==> config.mk <==
export PLATFORM = sky130hd
export DESIGN_NAME = mem_arbiter
export DESIGN_NICKNAME = d
export VERILOG_FILES = /design/src/rtl/mem_arbiter.sv
export SDC_FILE = /design/constraint.sdc
export NUM_CORES = 1
export LEC_CHECK = 0
export ABC_CLOCK_PERIOD_IN_PS = 2000
export BUFFER_PORTS_ARGS = -buffer_cell sky130_fd_sc_hd__buf_4
export CORE_MARGIN = 2
export CORE_UTILIZATION = 43
export CTS_CLUSTER_SIZE = 16
export DETAILED_ROUTE_END_ITERATION = 16
export PLACE_DENSITY = 0.77
export SLEW_MARGIN = 20
export SYNTH_ARGS = -nofsm -noshare
export SYNTH_HDL_FRONTEND = slang
export SYNTH_SLANG_ARGS = --single-unit
==> constraint.sdc <==
create_clock -name clock -period 2 [get_ports clock]
set_input_delay 0.3 -clock clock [delete_from_list [all_inputs] [get_ports clock]]
set_output_delay 0.3 -clock clock [all_outputs]
set_load 0.03 [all_outputs]
==> src/rtl/mem_arbiter.sv <==
// rtl/mem_arbiter.sv - instruction/data arbiter and strobe sequencer for a shared asynchronous RAM
module mem_arbiter #(
  parameter logic [31:0] START_ADDRESS = 32'h0000_0000,
  parameter int          MEMORY_SIZE   = 2048,
  parameter int          WAIT_CYCLES   = 2
) (
  input  logic        clock,
  input  logic        reset_n,
  input  logic        i_req,
  input  logic [31:0] i_addr,
  output logic [31:0] i_rdata,
  output logic        i_ack,
  output logic        i_err,
  input  logic        d_req,
  input  logic        d_we,
  input  logic        d_bw,
  input  logic [31:0] d_addr,
  input  logic [31:0] d_wdata,
  output logic [31:0] d_rdata,
  output logic        d_ack,
  output logic        d_err,
  output logic        mem_ce_n,
  output logic        mem_oe_n,
  output logic        mem_we_n,
  output logic        mem_bw,
  output logic [31:0] mem_address,
  output logic [31:0] mem_data_out,
  output logic        mem_data_oe,
  input  logic [31:0] mem_data_in,
  output logic        busy
);

  localparam logic [2:0] ST_IDLE   = 3'd0;
  localparam logic [2:0] ST_SETUP  = 3'd1;
  localparam logic [2:0] ST_ACCESS = 3'd2;
  localparam logic [2:0] ST_HOLD   = 3'd3;
  localparam logic [2:0] ST_ACK    = 3'd4;

  // Owner / last-grant encoding: 0 = instruction port, 1 = data port.
  localparam logic PORT_I = 1'b0;
  localparam logic PORT_D = 1'b1;

  localparam logic [31:0] LAST_OFF  = 32'(MEMORY_SIZE - 4);
  localparam logic [3:0]  WAIT_INIT = 4'(WAIT_CYCLES);

  logic [2:0]  state_q, state_d;
  logic [3:0]  cnt_q, cnt_d;
  logic        owner_q, owner_d;
  logic        last_grant_q, last_grant_d;
  logic        we_q, we_d;

  logic        mem_ce_n_q, mem_ce_n_d;
  logic        mem_oe_n_q, mem_oe_n_d;
  logic        mem_we_n_q, mem_we_n_d;
  logic        mem_bw_q, mem_bw_d;
  logic [31:0] mem_address_q, mem_address_d;
  logic [31:0] mem_data_out_q, mem_data_out_d;
  logic        mem_data_oe_q, mem_data_oe_d;
  logic        i_ack_q, i_ack_d;
  logic        i_err_q, i_err_d;
  logic        d_ack_q, d_ack_d;
  logic        d_err_q, d_err_d;
  logic [31:0] i_rdata_q, i_rdata_d;
  logic [31:0] d_rdata_q, d_rdata_d;
  logic        busy_q, busy_d;

  logic        win_d;
  logic [31:0] win_addr;
  logic        win_we;
  logic        win_bw;
  logic [31:0] win_off;
  logic        win_ok;

  // Pick the winning requester (round-robin on contention) and pre-check its access.
  always_comb begin
    win_d    = d_req && (!i_req || (last_grant_q == PORT_I));
    win_addr = win_d ? d_addr : i_addr;
    win_we   = win_d && d_we;
    win_bw   = win_d && d_bw;
    // Unsigned wrap makes addresses below the window look huge, so one compare covers both ends.
    win_off  = win_addr - START_ADDRESS;
    win_ok   = (win_off <= LAST_OFF) &&
               ((win_addr[1:0] == 2'b00) || (win_we && win_bw));
  end

  // Next-state and next-output logic; every output is the registered copy of its _d value.
  always_comb begin
    state_d        = state_q;
    cnt_d          = cnt_q;
    owner_d        = owner_q;
    last_grant_d   = last_grant_q;
    we_d           = we_q;
    mem_ce_n_d     = mem_ce_n_q;
    mem_oe_n_d     = mem_oe_n_q;
    mem_we_n_d     = mem_we_n_q;
    mem_bw_d       = mem_bw_q;
    mem_address_d  = mem_address_q;
    mem_data_out_d = mem_data_out_q;
    mem_data_oe_d  = mem_data_oe_q;
    i_ack_d        = 1'b0;
    i_err_d        = 1'b0;
    d_ack_d        = 1'b0;
    d_err_d        = 1'b0;
    i_rdata_d      = i_rdata_q;
    d_rdata_d      = d_rdata_q;

    case (state_q)
      ST_IDLE: begin
        mem_ce_n_d    = 1'b1;
        mem_oe_n_d    = 1'b1;
        mem_we_n_d    = 1'b1;
        mem_data_oe_d = 1'b0;
        if (i_req || d_req) begin
          owner_d       = win_d;
          last_grant_d  = win_d;
          we_d          = win_we;
          mem_address_d = win_addr;
          mem_bw_d      = win_we && win_bw;
          if (win_we) begin
            mem_data_out_d = d_wdata;
          end
          if (win_ok) begin
            state_d       = ST_SETUP;
            mem_ce_n_d    = 1'b0;
            mem_oe_n_d    = win_we;
            mem_data_oe_d = win_we;
          end else begin
            state_d = ST_ACK;
            if (win_d == PORT_D) begin
              d_ack_d = 1'b1;
              d_err_d = 1'b1;
            end else begin
              i_ack_d = 1'b1;
              i_err_d = 1'b1;
            end
          end
        end
      end

      ST_SETUP: begin
        state_d = ST_ACCESS;
        cnt_d   = WAIT_INIT;
        if (we_q) begin
          mem_we_n_d = 1'b0;
        end
      end

      ST_ACCESS: begin
        if (cnt_q <= 4'd1) begin
          if (we_q) begin
            // Release we_n first while ce_n, address and data stay put.
            state_d    = ST_HOLD;
            mem_we_n_d = 1'b1;
          end else begin
            state_d    = ST_ACK;
            mem_ce_n_d = 1'b1;
            mem_oe_n_d = 1'b1;
            if (owner_q == PORT_D) begin
              d_rdata_d = mem_data_in;
              d_ack_d   = 1'b1;
            end else begin
              i_rdata_d = mem_data_in;
              i_ack_d   = 1'b1;
            end
          end
        end else begin
          cnt_d = cnt_q - 4'd1;
        end
      end

      ST_HOLD: begin
        state_d       = ST_ACK;
        mem_ce_n_d    = 1'b1;
        mem_data_oe_d = 1'b0;
        if (owner_q == PORT_D) begin
          d_ack_d = 1'b1;
        end else begin
          i_ack_d = 1'b1;
        end
      end

      ST_ACK: begin
        state_d = ST_IDLE;
      end

      default: begin
        state_d       = ST_IDLE;
        mem_ce_n_d    = 1'b1;
        mem_oe_n_d    = 1'b1;
        mem_we_n_d    = 1'b1;
        mem_data_oe_d = 1'b0;
      end
    endcase

    busy_d = (state_d != ST_IDLE);
  end

  // State and output registers; reset forces the RAM strobes inactive immediately.
  always_ff @(posedge clock or negedge reset_n) begin
    if (!reset_n) begin
      state_q        <= ST_IDLE;
      cnt_q          <= 4'd0;
      owner_q        <= PORT_I;
      last_grant_q   <= PORT_I;
      we_q           <= 1'b0;
      mem_ce_n_q     <= 1'b1;
      mem_oe_n_q     <= 1'b1;
      mem_we_n_q     <= 1'b1;
      mem_bw_q       <= 1'b0;
      mem_address_q  <= 32'd0;
      mem_data_out_q <= 32'd0;
      mem_data_oe_q  <= 1'b0;
      i_ack_q        <= 1'b0;
      i_err_q        <= 1'b0;
      d_ack_q        <= 1'b0;
      d_err_q        <= 1'b0;
      i_rdata_q      <= 32'd0;
      d_rdata_q      <= 32'd0;
      busy_q         <= 1'b0;
    end else begin
      state_q        <= state_d;
      cnt_q          <= cnt_d;
      owner_q        <= owner_d;
      last_grant_q   <= last_grant_d;
      we_q           <= we_d;
      mem_ce_n_q     <= mem_ce_n_d;
      mem_oe_n_q     <= mem_oe_n_d;
      mem_we_n_q     <= mem_we_n_d;
      mem_bw_q       <= mem_bw_d;
      mem_address_q  <= mem_address_d;
      mem_data_out_q <= mem_data_out_d;
      mem_data_oe_q  <= mem_data_oe_d;
      i_ack_q        <= i_ack_d;
      i_err_q        <= i_err_d;
      d_ack_q        <= d_ack_d;
      d_err_q        <= d_err_d;
      i_rdata_q      <= i_rdata_d;
      d_rdata_q      <= d_rdata_d;
      busy_q         <= busy_d;
    end
  end

  assign mem_ce_n     = mem_ce_n_q;
  assign mem_oe_n     = mem_oe_n_q;
  assign mem_we_n     = mem_we_n_q;
  assign mem_bw       = mem_bw_q;
  assign mem_address  = mem_address_q;
  assign mem_data_out = mem_data_out_q;
  assign mem_data_oe  = mem_data_oe_q;
  assign i_ack        = i_ack_q;
  assign i_err        = i_err_q;
  assign d_ack        = d_ack_q;
  assign d_err        = d_err_q;
  assign i_rdata      = i_rdata_q;
  assign d_rdata      = d_rdata_q;
  assign busy         = busy_q;

endmodule

== After elaboration in Yosys (flattened, before gate mapping) ==
Index checks and enable logic that the tools add are counted.
W data, S select, Z words.
Storage, ports and cells
  register bits: 147
  output and inout bits: 138
  logic and storage cells: 99
Cells by class
  add/subtract/negate cells: 1
  magnitude comparators: 2
  eq/ne operators: 9
  muxes and demuxes: 39
  bitwise logic cells: 5
  reduce and logical (&&, ||, !) cells: 25
Operators with widths (count)
  $le A32 B11 Y1 const B: 1
  $mux W32: 1
  $mux W1: 25
  $pmux W1 S3: 5
  $mux W3: 4
  $pmux W3 S4: 1
  $reduce_and A4 Y1: 3
  $ne A2 B2 Y1 const B: 5
  $reduce_and A3 Y1: 3
  $pmux W4 S2: 1
  $eq A3 B2 Y1 const B: 2
  $reduce_or A3 Y1: 2
  $logic_and A1 B1 Y1: 5
  $not A1 Y1: 5
  $le A4 B1 Y1 const B: 1
  $mux W4: 1
  $reduce_and A2 Y1: 2
  $reduce_or A2 Y1: 2
  $sub A4 B1 Y4 const B: 1
  $eq A3 B1 Y1 const B: 1
  $eq A3 B3 Y1 const B: 1
  $logic_not A3 Y1: 1
  $logic_or A1 B1 Y1: 3
  $reduce_bool A3 Y1: 1
  other kinds (4): 4

== Depth between registers and ports, before layout ==
Gate-level depths: netlist (run 1).
  word-level depth: 11
  depth in mapped cells: 7
  mapped depth without buffers: 7

== Least setup slack after synthesis (run 1) ==
Ideal clock, no wire load.
  path type: flip-flop to flip-flop
  start point: register cnt_q[0]
  end point: register i_rdata_q[22] (netlist: i_rdata[22])
  setup time: 0.125 ns
  arrival: 1.810 ns
  required time: 1.875 ns
  slack: 0.066 ns
  stages on the path, launching flop included: 8
  path buffers: 1
  clock period less this slack: 1.934 ns
  path through: dfrtp_1 inv_1 ha_1 nor2_1 nor4_4 nor4b_4 buf_6 mux2_2
On the way
  cells in the longest elaborated chain, start to end: 2
RTL lines
  from (decl): RTL line 47  | logic [3:0] cnt_q, cnt_d;
  from (signal assigned): RTL line 222  | cnt_q <= cnt_d;
  $le A4 B1 Y1: RTL line 149  | if (cnt_q <= 4'd1) begin
  $reduce_and A4 Y1 (no source line)
  to (signal assigned): RTL line 237  | i_rdata_q <= i_rdata_d;
  to (decl): RTL line 63  | logic [31:0] i_rdata_q, i_rdata_d;
Every way passes these cells.
A chain may end at the register's enable or synchronous reset.

== Final worst setup path (run 1) ==
  start point: register cnt_q[1]
  end point: register i_rdata_q[13] (netlist: i_rdata[13])
Same word-level chain as after synthesis.

==> results of run 1 <==
[final cells by class]
type,count,area (um^2),area share [%]
Timing Repair Buffer,294,2340,25.2
Multi-Input combinational cell,291,2420,26.1
Clock buffer,19,453,4.89
Clock inverter,13,135,1.46
Sequential cell,147,3680,39.7
Inverter,5,18.8,0.202
Tap cell,180,225,2.43
[per-stage QoR]
step                      area (um^2)  total power, uW  utilization [%]  cells
after CTS                        9300             9370             66.7    951
after detailed placement         8460             6200             60.7    907
after global placement           8460             6150             60.7    907
after global routing             9270             9680             66.5    949
final                            9270             9280             66.5    949
after floorplan                  6140             5030                -    467
[power by group through the flow]
stage	sequential (uW)	combinational (uW)	clock [uW]
after floorplan	4460	562	0
after global placement	3670	2480	0
after detailed placement	3680	2520	0
after CTS	3640	2530	3200
after global routing	3690	2660	3330
final	3640	2510	3130
[routing by layer]
| metal | wire length (um) | vias up |
|---|---|---|
| met5 | 0 | - |
| met4 | 517 | 0 |
| met3 | 980 | 36 |
| met2 | 9040 | 174 |
| met1 | 6860 | 2418 |
| li1 | - | 2261 |
[placed cells by master, fill, tap and decap left out, types with 3 or more instances in the layout]
cell type / count
a21oi_1: 9
a31oi_1: 4
buf_12: 6
buf_4: 283
clkbuf_16: 17
dfrtp_1: 144
dfstp_2: 3
inv_1: 4
inv_6: 8
mux2_2: 77
mux2_4: 18
mux2i_1: 32
nand2_1: 40
nand3_1: 3
nand4_1: 4
nor2_1: 17
nor3_1: 5
nor4_1: 9
o21ai_0: 41
[how the worst max path moves through the flow]
| stage | to | slack, ps | cells after the start |
|---|---|---|---|
| after floorplan | i_rdata[22] | 70 | 7 |
| after global placement | i_rdata[4] | 30 | 7 |
| after detailed placement | i_rdata[0] | -80 | 7 |
| after CTS | i_rdata[30] | -30 | 9 |
| after global routing | i_rdata[13] | -20 | 8 |
| final | i_rdata[13] | 50 | 8 |
[cell families (layout without fill, tap and decap cells)]
| family | count (synthesis) | in the layout | share of synthesized area [%] |
|---|---|---|---|
| buffers and inverters | 29 | 331 | 2.43 |
| xor gates and xnor gates | 1 | 1 | 0.143 |
| adders and majority gates | 2 | 2 | 0.408 |
| AOI/OAI and AO/OA | 72 | 72 | 7.06 |
| DFF | 147 | 147 | 60.0 |
| and+or+nand+nor | 88 | 88 | 7.12 |
| muxes | 128 | 128 | 22.8 |
[state kept, by name (all words and copies together) (netlist names), 3 cells and up]
signal        cells
d_rdata          32
i_rdata          32
mem_address      32
mem_data_out     32
cnt_q             4
state_q           3
[critical path, cell delays in order, from the launching register on]
cell and delay (ps):
dfrtp_1 400, inv_2 120, ha_4 150, nor2_2 50, nor4_4 160, nor4b_4 260, buf_4 210, buf_16 140
mux2_2 340
[what timing repair did]
action,4_1_cts,5_1_grt
hold buffers,1,0
pin swaps,2,1
setup buffers,8,0
endpoints found under the setup margin,32,32
resized for setup,30,3
endpoints found under the hold margin,43,0
cloned,3,0
==> results.py, run 1 <==
metrics = {
    "pwr": {
        "p_per_area_nw_per_um2": 1000,
        "p_switching_uw": 3020,
        "leakage_uw": 0.00455,
        "pwr-share-seq_pct": 39.2,
        "peakVddDrop_mv": 0.834,
        "p_int_uw": 6260,
        "clkPwrFrac_pct": 33.7,
        "power_frac_comb_pct": 27.1,
        "switching_share_pct": 32.6,
    },
    "synthesis": {
        "ys_top_cells_by_count": "dfrtp_1 (144), mux2_2 (89), o21ai_0 (41)",
        "synthFlopType": "dfrtp_1",
        "synth.avg_cell_area_um2": 13.1,
        "synth-edff-count": 0,
        "synthArstFlopShare_pct": 100,
        "yosysWarnings": 0,
        "synthCells": 467,
        "yosysMostFrequentCell": "dfrtp_1",
        "yosysUniqueCellTypes": 44,
        "ys_ff_latch": 147,
        "netlist_top_cells_area": "dfrtp_1 (59%), mux2_2 (16%), mux2i_1 (5.2%)",
        "synth.largest_area_cell": "dfrtp_1",
        "syn_area_um2": 6140,
        "yosysSeqAreaShare_pct": 60.0,
        "yosysTopAreaCellShare_pct": 58.7,
        "synth_nets": 603,
    },
    "route": {
        "vias": 4889,
        "drtAntennaViolNets": 0,
        "firstDrtPassIters": 4,
        "avgRoutedWirePerCell_um": 18.3,
        "avgViaCountPerCell": 5.15,
        "drt_first_iter_violations": 258,
        "drc": 0,
        "wirelength_mm": 17.4,
    },
    "place": {
        "place.gp.congestion": 0.910,
        "placement.io_buffers": 271,
        "pre_cts_slack_ps": -75.2,
        "place_hpwl_mm": 12.5,
    },
    "min_path": {
        "hp-start": "d_wdata[18]",
        "hold_class": "in -> reg",
        "hold_path_end": "mem_data_out[18]",
        "hold_depth": 2,
    },
    "setup_path": {
        "timing.rr.start": "cnt_q[1]",
        "critPathKind": "reg -> reg",
        "reg2reg_depth": 8,
        "rrSetupSlack_ps": 50,
        "cp.required_ps": 2300,
        "crit_path_end_kind": "flop",
        "critical_path_arrival_ps": 2250,
        "cp_max_fo": 8,
        "worst_r2r_endpoint": "i_rdata[13]",
        "cp-start-kind": "flop",
        "critPathLaunch": "cnt_q[1]",
    },
    "timing": {
        "hold_viol": 0,
        "drv_slew": 0,
        "fin_crit_sh_pct": 97.4,
        "rsz0062_at_grt": "true",
        "fmax_mhz": 513,
        "layout_setup_ws_ps": 51.2,
        "period_needed_ps": 1950,
        "slew_headroom_pct": 60.4,
        "hold_ws_ps": 112,
        "setup_tns_ps": 0,
        "worstMarginPinSlew_ps": 589,
        "setup_violations": 0,
        "skew_ps": 5.95,
    },
    "grt": {
        "grt-ovfl-total": 0,
        "grt_util_met1_pct": 28.0,
        "track_usage_pct": 22.9,
        "grt_max_degree": 65,
        "antenna_found_initial": 0,
        "grt_first_pass_wirelength_mm": 26.5,
        "grtUsageMet3_pct": 5.81,
        "grt_busiest_layer": "met2",
        "grt_use_met2_pct": 38.6,
        "grt_pass1_vias": 5099,
    },
    "clock_tree": {
        "numCtsBuffers": 17,
        "htree_num_levels": 4,
        "clk_path_buf_depth": 2,
        "clock_sinks": 147,
        "cts-root-buf": "clkbuf_16",
        "clock_latency_ps": 420,
        "cts_tree": "built",
        "path_clk_slew_ps": 60,
    },
    "die": {
        "io_pins": 272,
        "core_um2": 13900,
        "start_util_pct": 44.0,
        "rows": 43,
        "die_h_um": 123,
        "die_w_um": 123,
        "dieArea_um2": 15200,
    },
    "run": {
        "cap_violations": 0,
    },
    "finish": {
        "n_antenna_cell": 0,
        "finalNetCount": 892,
        "nFillCells": 1036,
        "drive_above_1_share_pct": 56.8,
        "syn_to_final_growth_pct": 51.1,
    },
    "status": {
        "outcome": "finished clean",
    },
}
Power figures use the tool's default switching activity.
==> run 2, diff against run 1 <==
Settings changed: PLACE_DENSITY 0.77 to default, PLACE_DENSITY_LB_ADDON from default to 0.2.
==> run 2 against run 1 <==
The flow now finishes with violations (negative setup slack). Highest routed layer unchanged. Via count up 0.59%. Critical path depth fell by 1. Largest power group unchanged. Critical path type unchanged. Core utilization decreased by 0.75 points.
==> results.py, run 2 (synthesis gave the netlist of run 1 again) <==
metrics = {
    "status": {
        "outcome": "finished with violations",
        "failed_checks": "negative setup slack",
    },
    "clock_tree": {
        "path_clk_slew_ps": 60,
        "clk_path_buf_depth": 2,
        "clock_sinks": 147,
        "cts-root-buf": "clkbuf_16",
        "numCtsBuffers": 17,
        "htree_num_levels": 4,
        "clock_latency_ps": 410,
        "cts_tree": "built",
    },
    "finish": {
        "seq_area_um2": 3680,
        "nFillCells": 1055,
        "mostFrequentLayoutCell": "buf_4",
        "finalNetCount": 893,
        "multi_input_area_um2": 2340,
        "syn_to_final_growth_pct": 49.3,
        "drive_above_1_share_pct": 56.1,
        "final_util_pct": 65.8,
        "layout_common_cells": "buf_4 (287), dfrtp_1 (144), mux2_2 (89), o21ai_0 (41), nand2_1 (40)",
        "n_antenna_cell": 0,
    },
    "timing": {
        "hold_viol": 0,
        "layout_setup_ws_ps": -27.8,
        "fin_crit_sh_pct": 101,
        "setup_violations": 21,
        "worstMarginPinSlew_ps": 548,
        "rsz0062_at_grt": "true",
        "hold_ws_ps": 114,
        "setup_tns_ps": -242,
        "period_needed_ps": 2030,
        "drv_slew": 0,
        "skew_ps": 7.34,
        "slew_headroom_pct": 63.3,
        "fmax_mhz": 493,
    },
    "pwr": {
        "peakVddDrop_mv": 0.532,
        "leakage_uw": 0.00453,
        "p_per_area_nw_per_um2": 1020,
    },
    "route": {
        "avgViaCountPerCell": 5.18,
        "avgRoutedWirePerCell_um": 17.6,
        "vias": 4918,
        "wirelength_mm": 16.7,
        "drc": 0,
        "firstDrtPassIters": 4,
        "drtAntennaViolNets": 0,
        "drt_first_iter_violations": 183,
    },
    "setup_path": {
        "critPathKind": "reg -> reg",
        "crit_path_end_kind": "flop",
        "cp.required_ps": 2290,
        "cp-start-kind": "flop",
        "cp_max_fo": 8,
        "critical_path_arrival_ps": 2320,
    },
    "die": {
        "die_w_um": 123,
        "core_um2": 13900,
        "rows": 43,
        "dieArea_um2": 15200,
        "io_pins": 272,
        "die_h_um": 123,
        "start_util_pct": 44.0,
    },
    "run": {
        "cap_violations": 0,
    },
    "place": {
        "placement.io_buffers": 271,
        "place.gp.congestion": 0.913,
        "place_hpwl_mm": 12.6,
    },
    "grt": {
        "grt_max_degree": 54,
        "grt_pass1_vias": 4975,
        "grt_first_pass_wirelength_mm": 24.4,
        "track_usage_pct": 21.0,
        "grt-ovfl-total": 0,
        "antenna_found_initial": 0,
    },
    "min_path": {
        "hold_class": "in -> reg",
    },
}
[run 2: changes by cell type in the layout (fill, tap and decap cells not counted), sizes merged]
cell | before | now
clkinv | 1 | 5
clkinvlp | 2 | 5
inv | 14 | 5
bufinv | 1 | 3
clkbuf | 19 | 20
[run 2: per-layer routing]
layer | wire length (um) | part of all wire, % | global-route usage [%] | vias to the layer above
met4 | 413 | 2.5 | 8.74 | 0
met1 | 6490 | 39 | 25.2 | 2403
met3 | 1380 | 8.3 | 6.78 | 30
li1 | - | - | - | 2254
met5 | 0 | 0 | 0 | -
met2 | 8410 | 50 | 35.0 | 231
[run 2: worst max-delay path, cell delays in order (launching register included)]
cell and delay (ps):
dfrtp_1 380, inv_2 90, ha_1 160, nor2_2 60
nor4_4 170, nor4b_4 450, clkbuf_16 260, mux2_2 330
[run 2: stage by stage]
step,worst slack (ps),total power [uW],std cells,area [um^2]
floorplan,65.5,5030,467,6140
detailed placement,11.8,6210,913,8480
CTS,0.280,9430,946,9100
finish,-27.8,9340,950,9160
global placement,81.3,6150,913,8480
global route,-146,9730,950,9160
[run 2: path summary, 6_finish.rpt]
kind / from / endpoint / slack [ps] / depth (start not counted)
max: cnt_q[1] / i_rdata[24] / -30 / 7
min: d_wdata[5] / mem_data_out[5] / 110 / 2
max reg2reg: cnt_q[1] / i_rdata[24] / -30 / 7
min reg2reg: mem_address[25] / mem_address[25] / 490 / 2
max in group asynchronous: reset_n / mem_address[11] / 960 / 3
min in group asynchronous: reset_n / d_rdata[10] / 400 / 2
[run 2: cell type report]
type	instances	area share (%)
Sequential cell	147	40.2
Multi-Input combinational cell	291	25.6
Inverter	5	0.205
Timing Repair Buffer	295	25.0
Tap cell	180	2.46
Clock buffer	19	4.83
Clock inverter	13	1.75
[run 2: what timing repair did]
| action | in CTS | in global routing |
|---|---|---|
| endpoints found under the setup margin | 9 | 32 |
| setup buffers | 0 | 2 |
| endpoints found under the hold margin | 46 | 0 |
| hold buffers | 1 | 0 |
| gates resized for setup | 1 | 5 |
| gates cloned | 0 | 2 |
[run 2: power by group]
group	switching [uW]	internal [uW]
sequential	255	3390
combinational	1450	1040
clock	1210	1990
==> run 3, diff against run 2 <==
Settings changed: CELL_PAD_IN_SITES_DETAIL_PLACEMENT from default to 2, CELL_PAD_IN_SITES_GLOBAL_PLACEMENT from default to 2, CORE_UTILIZATION 43 to 26.
==> run 3 against run 2 <==
The flow now finishes without violations. Combinational power increased by 4%. Clock skew is 5.8 ps higher. Largest cell class unchanged. Critical path type unchanged. Highest routed layer unchanged. Sequential power hardly changed. Total power is 0.35% higher.
==> results.py, run 3 (synthesis gave the netlist of run 1 again) <==
metrics = {
    "route": {
        "drtAntennaViolNets": 0,
        "avgRoutedWirePerCell_um": 19.9,
        "drc": 0,
        "avgViaCountPerCell": 4.54,
        "drt_first_iter_violations": 149,
        "firstDrtPassIters": 4,
        "wirelength_mm": 21.8,
        "vias": 4971,
    },
    "min_path": {
        "hold_path_end": "mem_data_out[11]",
        "hp-start": "d_wdata[11]",
        "hold_depth": 2,
        "hold_class": "in -> reg",
    },
    "setup_path": {
        "path_cells": "inv_2 > ha_4 > nor2_2 > nor4_4 > nor4b_4 > buf_6 > clkbuf_16 > mux2_2",
        "crit_path_end_kind": "flop",
        "cp.required_ps": 2320,
        "timing.rr.start": "cnt_q[0]",
        "rrSetupSlack_ps": 30,
        "critPathMaxStageDelay_ps": 430,
        "reg2reg_depth": 8,
        "cp_max_fo": 8,
        "critPathKind": "reg -> reg",
        "crit_buf_inv": 3,
        "crit_family": "buffers and inverters",
        "crit_path_top_delay_cell": "dfrtp_1",
        "cp-start-kind": "flop",
        "critical_path_arrival_ps": 2290,
        "worst_r2r_endpoint": "i_rdata[12]",
    },
    "die": {
        "rows": 56,
        "core_um2": 23300,
        "io_pins": 272,
        "dieArea_um2": 24800,
        "start_util_pct": 26.3,
        "die_w_um": 158,
        "die_h_um": 158,
    },
    "place": {
        "place.gp.congestion": 0.736,
        "placed_area_um2": 8670,
        "place_hpwl_mm": 16.0,
        "placement.io_buffers": 271,
    },
    "timing": {
        "period_needed_ps": 1970,
        "fin_crit_sh_pct": 98.4,
        "slew_headroom_pct": 55.6,
        "worstMarginPinSlew_ps": 664,
        "hold_viol": 0,
        "fmax_mhz": 508,
        "hold_ws_ps": 94.0,
        "drv_slew": 0,
        "skew_ps": 13.1,
        "rsz0062_at_grt": "true",
        "setup_tns_ps": 0,
        "setup_violations": 0,
    },
    "finish": {
        "mostFrequentLayoutCell": "buf_4",
        "syn_to_final_growth_pct": 55.0,
        "drive_above_1_share_pct": 57.1,
        "layout_common_cells": "buf_4 (288), dfrtp_1 (144), mux2_2 (75), o21ai_0 (41), nand2_1 (40)",
        "nFillCells": 2416,
        "finalNetCount": 899,
        "n_antenna_cell": 0,
        "final_util_pct": 40.8,
        "final_cell_area_um2": 9510,
    },
    "grt": {
        "antenna_found_initial": 0,
        "grt_max_degree": 48,
        "grt_first_pass_wirelength_mm": 32.8,
        "grt-ovfl-total": 0,
        "grt_pass1_vias": 5686,
        "track_usage_pct": 17.3,
    },
    "pwr": {
        "leakage_uw": 0.00460,
        "p_total_uw": 9380,
        "p_per_area_nw_per_um2": 986,
        "peakVddDrop_mv": 0.462,
    },
    "run": {
        "cap_violations": 0,
    },
    "status": {
        "outcome": "finished clean",
    },
    "clock_tree": {
        "clock_latency_ps": 430,
        "path_clk_slew_ps": 80,
        "clock_sinks": 147,
        "numCtsBuffers": 17,
        "clk_path_buf_depth": 2,
        "htree_num_levels": 4,
        "cts-root-buf": "clkbuf_16",
        "cts_tree": "built",
    },
}
run 3: changes by cell type in the layout (fill, tap and decap cells not counted), sizes merged:
cell | before | now
buf | 293 | 298
bufinv | 3 | 0
clkbuf | 20 | 19
clkinv | 5 | 3
clkinvlp | 5 | 2
inv | 5 | 15
run 3: area by class of cell:
type | instances | area, um^2 | share of cell area, %
Inverter | 5 | 18.8 | 0.197
Clock buffer | 17 | 425 | 4.47
Clock inverter | 15 | 155 | 1.63
Timing Repair Buffer | 301 | 2410 | 25.3
Tap cell | 319 | 399 | 4.20
Sequential cell | 147 | 3680 | 38.7
Multi-Input combinational cell | 291 | 2420 | 25.4
run 3: worst max-delay path by stage:
stage | from | end | slack, ps | cells after the start
2_1_floorplan | cnt_q[0] | i_rdata[22] | 70 | 7
3_3_place_gp | cnt_q[0] | d_rdata[19] | 50 | 8
3_5_place_dp | cnt_q[1] | i_rdata[25] | -50 | 7
4_1_cts | cnt_q[0] | d_rdata[25] | 20 | 7
5_1_grt | cnt_q[0] | i_rdata[12] | -50 | 8
6_report | cnt_q[0] | i_rdata[12] | 30 | 8
run 3: what timing repair did:
| item | 4_1_cts | 5_1_grt |
|---|---|---|
| gates resized for setup | 7 | 23 |
| hold buffers | 1 | 0 |
| endpoints found under the setup margin | 59 | 62 |
| cloned | 2 | 2 |
| pin swaps | 1 | 0 |
| setup buffers | 2 | 4 |
| hold endpoints to repair | 41 | 0 |
run 3: metal layers:
metal,track usage (%),wire [um],vias up
met5,0,0,-
met4,6.58,500,0
met3,4.95,1280,26
met2,30.5,11500,158
met1,19.9,8480,2517
li1,-,-,2270
run 3: worst reg2reg max path: cells and delay by family, from the launching register on:
| family | cells | cell delay [ps] |
|---|---|---|
| flops | 1 | 430 |
| mux | 1 | 340 |
| simple gates | 3 | 470 |
| fa+ha+maj | 1 | 140 |
| buf+inv | 3 | 490 |
run 3: power breakdown:
group          switching (uW)  leakage, uW  internal, uW
combinational            1530      0.00248          1060
sequential                241      0.00183          3390
clock                    1480     0.000282          1670
run 3: through the flow:
step	cells	setup slack, ps
after floorplan	467	65.5
after global placement	1052	45.6
after detailed placement	1052	-46.2
after CTS	1089	19.6
after global routing	1095	-48.9
final	1095	32.0
